### src/rtl/piso_pkg.sv
// Shared definitions for the parallel-in serial-out shifter.
// Holds the FSM state encoding used by piso.
package piso_pkg;

   typedef enum logic {
      IDLE  = 1'b0,
      SHIFT = 1'b1
   } state_t;

endpackage

### src/rtl/piso.sv
// Parallel-in serial-out shifter with valid/ready load handshake.
// Back-to-back words stream gaplessly when loaded during the last bit.
module piso
   import piso_pkg::*;
#(
   parameter int WIDTH     = 4,
   parameter int MSB_FIRST = 1
) (
   input  logic             clk,
   input  logic             reset,
   input  logic [WIDTH-1:0] par_in,
   input  logic             load_valid,
   output logic             load_ready,
   output logic             serial_out,
   output logic             serial_valid,
   output logic             last,
   output logic             busy
);

   localparam int CW = $clog2(WIDTH);
   localparam logic [CW-1:0] LAST_CNT = CW'(WIDTH - 1);

   state_t           state;
   logic [CW-1:0]    cnt;
   logic [WIDTH-1:0] shreg;
   logic [WIDTH-1:0] shreg_nxt;
   logic             bit_nxt;
   logic             first_bit;
   logic             accept;

   assign serial_valid = (state == SHIFT);
   assign busy         = (state == SHIFT);
   assign last         = (state == SHIFT) && (cnt == LAST_CNT);
   assign load_ready   = (state == IDLE) || last;
   assign accept       = load_valid && load_ready;

   // The shift register always holds the bit currently on serial_out at
   // its outgoing end, so the next bit is the neighbour of that end.
   always_comb begin
      shreg_nxt = '0;
      bit_nxt   = 1'b0;
      first_bit = 1'b0;
      if (MSB_FIRST != 0) begin
         shreg_nxt = shreg << 1;
         bit_nxt   = shreg[WIDTH-2];
         first_bit = par_in[WIDTH-1];
      end else begin
         shreg_nxt = shreg >> 1;
         bit_nxt   = shreg[1];
         first_bit = par_in[0];
      end
   end

   always_ff @(posedge clk) begin
      if (reset) begin
         state      <= IDLE;
         cnt        <= '0;
         shreg      <= '0;
         serial_out <= 1'b0;
      end else if (accept) begin
         state      <= SHIFT;
         cnt        <= '0;
         shreg      <= par_in;
         serial_out <= first_bit;
      end else if (state == SHIFT) begin
         if (cnt == LAST_CNT) begin
            state      <= IDLE;
            cnt        <= '0;
            shreg      <= '0;
            serial_out <= 1'b0;
         end else begin
            cnt        <= CW'(cnt + 1'b1);
            shreg      <= shreg_nxt;
            serial_out <= bit_nxt;
         end
      end
   end

endmodule

### config.mk
export PLATFORM = sky130hd
export DESIGN_NAME = piso
export DESIGN_NICKNAME = d
export VERILOG_FILES = /design/src/rtl/piso_pkg.sv /design/src/rtl/piso.sv
export SDC_FILE = /design/constraint.sdc
export NUM_CORES = 1
export LEC_CHECK = 0
export BUFFER_PORTS_ARGS = -buffer_cell sky130_fd_sc_hd__buf_2
export CAP_MARGIN = 20
export CORE_AREA = 2 2 39 41
export DETAILED_ROUTE_END_ITERATION = 12
export DIE_AREA = 0 0 41 43
export SLEW_MARGIN = 15
export SYNTH_ARGS = -nofsm -noshare
export SYNTH_HDL_FRONTEND = slang
export SYNTH_SLANG_ARGS = --single-unit
### constraint.sdc
create_clock -name clk -period 1.1 [get_ports clk]
set_clock_uncertainty 0.05 [all_clocks]
set_input_delay 0.055 -clock clk [delete_from_list [all_inputs] [get_ports clk]]
set_output_delay 0.055 -clock clk [all_outputs]
set_load 0.05 [all_outputs]
==> results.sh <==
export IMPL_grt_overflow=0
export IMPL_violations="setup timing"
export IMPL_yosys_warnings=0
export IMPL_num_rows=14
export IMPL_drt_iter0_drc=7
export IMPL_vdd_drop_max_mv=0.6327
export IMPL_dp_hpwl_um=547.9
export IMPL_post_route_min_period_ps=1182
export IMPL_initial_utilization_pct=27.22
export IMPL_drc=0
export IMPL_synth_area_leaders="dfxtp_1 37%, mux2i_1 8.0%, a32oi_1 7.0%, nor2_1 6.0%, a211oi_1 4.0%"
export IMPL_n_antenna_cell=0
export IMPL_ys_ff_latch=7
export IMPL_cts_tree="done"
export IMPL_ctsRootBufferMaster="clkbuf_4"
export IMPL_cap_violations=0
export IMPL_fin_crit_sh_pct=107.5
export IMPL_status="complete, but fails checks"
export IMPL_die_h_um=43
export IMPL_synth_top_area_share_pct=37.21
export IMPL_synth_most_common_cell="dfxtp_1"
export IMPL_antenna_found_initial=0
export IMPL_synth_net_count=50
export IMPL_seq_area_frac_synth_pct=37.21
export IMPL_syn_inst=42
export IMPL_async_flop_share_pct=0
export IMPL_start_kind="flop"
export IMPL_nets=66
export IMPL_syn2layout_area_growth_pct=41.20
export IMPL_dieArea_um2=1763
export IMPL_cts_clk_slew_worst_paths_ps=60
export IMPL_die_w_um=41
export IMPL_wl_per_cell_um=11.11
export IMPL_io_buffers=11
export IMPL_gp_congestion=0.6730
export IMPL_grt_usage_pct=11.46
export IMPL_cts_inserted_buffers=3
export IMPL_core_area_um2=1384
export IMPL_worstSetupEndpointType="primary output"
export IMPL_grt_pass1_wl_mm=1.345
export IMPL_final_antenna_net_count=0
export IMPL_crit_arrival_ps=1080
export IMPL_p_per_area_nw_per_um2=1257
export IMPL_viasPerCell=4.767
export IMPL_grt_pass1_vias=316
export IMPL_final_setup_worst_slack_ps=-82.01
export IMPL_synth_edf_count=0
export IMPL_grt_max_degree=15
export IMPL_cts_hold_buf=0
export IMPL_vias=348
export IMPL_reg2reg_slack_ps=-60
export IMPL_syn_area_um2=376.6
export IMPL_wl_um=811
export IMPL_maxSlewHeadroom_pct=82.02
export IMPL_synth_area_per_cell_um2=8.967
export IMPL_slew_violations=0
export IMPL_h_tree_depth=1
export IMPL_tns_ps=-235.6
export IMPL_drive_gt1_share_pct=50.88
export IMPL_timing_worst_setup_path_type="reg2out"
export IMPL_cp_max_fo=3
export IMPL_fillers=144
export IMPL_synth_flop_cell="dfxtp_1"
export IMPL_synth_cell_types=21
export IMPL_setup_viol=4
export IMPL_crit_required_ps=1000
export IMPL_clockBufferDepth=2
export IMPL_max_freq_ghz=0.8460
export IMPL_rsz0062_at_grt="yes"
export IMPL_yosys_area_top_type="dfxtp_1"
export IMPL_min_path_type="in2reg"
export IMPL_finalHoldViolations=0
export IMPL_clock_sinks=7
export IMPL_p_total_mw=0.6682
export IMPL_io_pins=12
export IMPL_ys_top_cells_by_count="7 x dfxtp_1, 6 x nor2_1, 3 x a32oi_1, 3 x inv_1, 3 x mux2i_1"
export IMPL_r2r_cells=5
export IMPL_tightest_slew_ps=269.6
export IMPL_utilization_pct=38.43
export IMPL_p_leak_nw=0.2418
export IMPL_clk_latency_ps=260
export IMPL_min_path_cells=2
export IMPL_drtPass1Iterations=2
export IMPL_dpl_worst_slack_ps=-57.04
[layer usage]
layer	track usage [%]	routed length (um)	vias up
met1	15.16	398	159
met2	14.37	359	12
li1	-	-	177
met3	7.853	53	0
met4	4.000	0	0
met5	0	0	-
[layout make-up]
| class | instances | area [um^2] | area share (%) |
|---|---|---|---|
| tap | 16 | 20.02 | 3.765 |
| inverter | 3 | 11.26 | 2.118 |
| clock inverter | 1 | 5.005 | 0.9412 |
| timing repair buffer | 15 | 105.1 | 19.76 |
| multi-input combinational | 28 | 220.2 | 41.41 |
| sequential | 7 | 147.6 | 27.76 |
| clock buffer | 3 | 22.52 | 4.235 |
[cells in the final DEF (no fill, tap or decap), drive strengths merged, types with 2 or more instances in the layout]
cell,instances
inv,3
nor2,6
mux2i,3
a211oi,2
a21o,2
dfxtp,7
nor3,2
buf,15
a32oi,3
clkbuf,3
[kinds of logic after synthesis]
group / share of synthesized area, %
compound gates: 19.93
fa+ha+maj: 3.322
buf+inv: 11.29
flops: 37.21
mux: 7.974
simple gates: 20.26
[report_power, final]
part / internal (mW) / total, mW / switching, mW / leakage (nW)
registers: 0.271 / 0.287 / 0.0158 / 0.0595
clock network: 0.133 / 0.239 / 0.105 / 0.0177
logic: 0.0593 / 0.142 / 0.0831 / 0.165
total: 0.464 / 0.668 / 0.204 / 0.242
[flip-flops by register name, indices dropped and copies added, names as in the netlist]
name,cells
busy,1
cnt,2
serial_out,1
shreg,3
[path summary, 6_finish.rpt]
path | startpoint | endpoint
setup / recovery | cnt[1] | load_ready
hold / removal | reset | serial_out
setup reg to reg | cnt[1] | shreg[2]
hold reg to reg | shreg[2] | serial_out
[what timing repair did]
item,4_1_cts,5_1_grt
resized for setup,10,2
endpoints found under the setup margin,5,6
pin swaps,2,2
buffers inserted,2,0
[through the flow]
step | cell area, um^2 | hold WS (ps) | std cells
global route | 531.8 | 5.226 | 73
finish | 531.8 | 8.881 | 73
detailed placement | 447.9 | 276.1 | 67
CTS | 520.5 | 2.196 | 73
floorplan | 389.1 | 66.65 | 42
global placement | 447.9 | 270.2 | 67
[critical path, cell delays in order, from the launching register on]
cell,delay [ps]
dfxtp_2,330
ha_4,170
nor2b_4,130
inv_2,40
buf_6,140
Note: power is estimated with default switching activity, not from simulation.
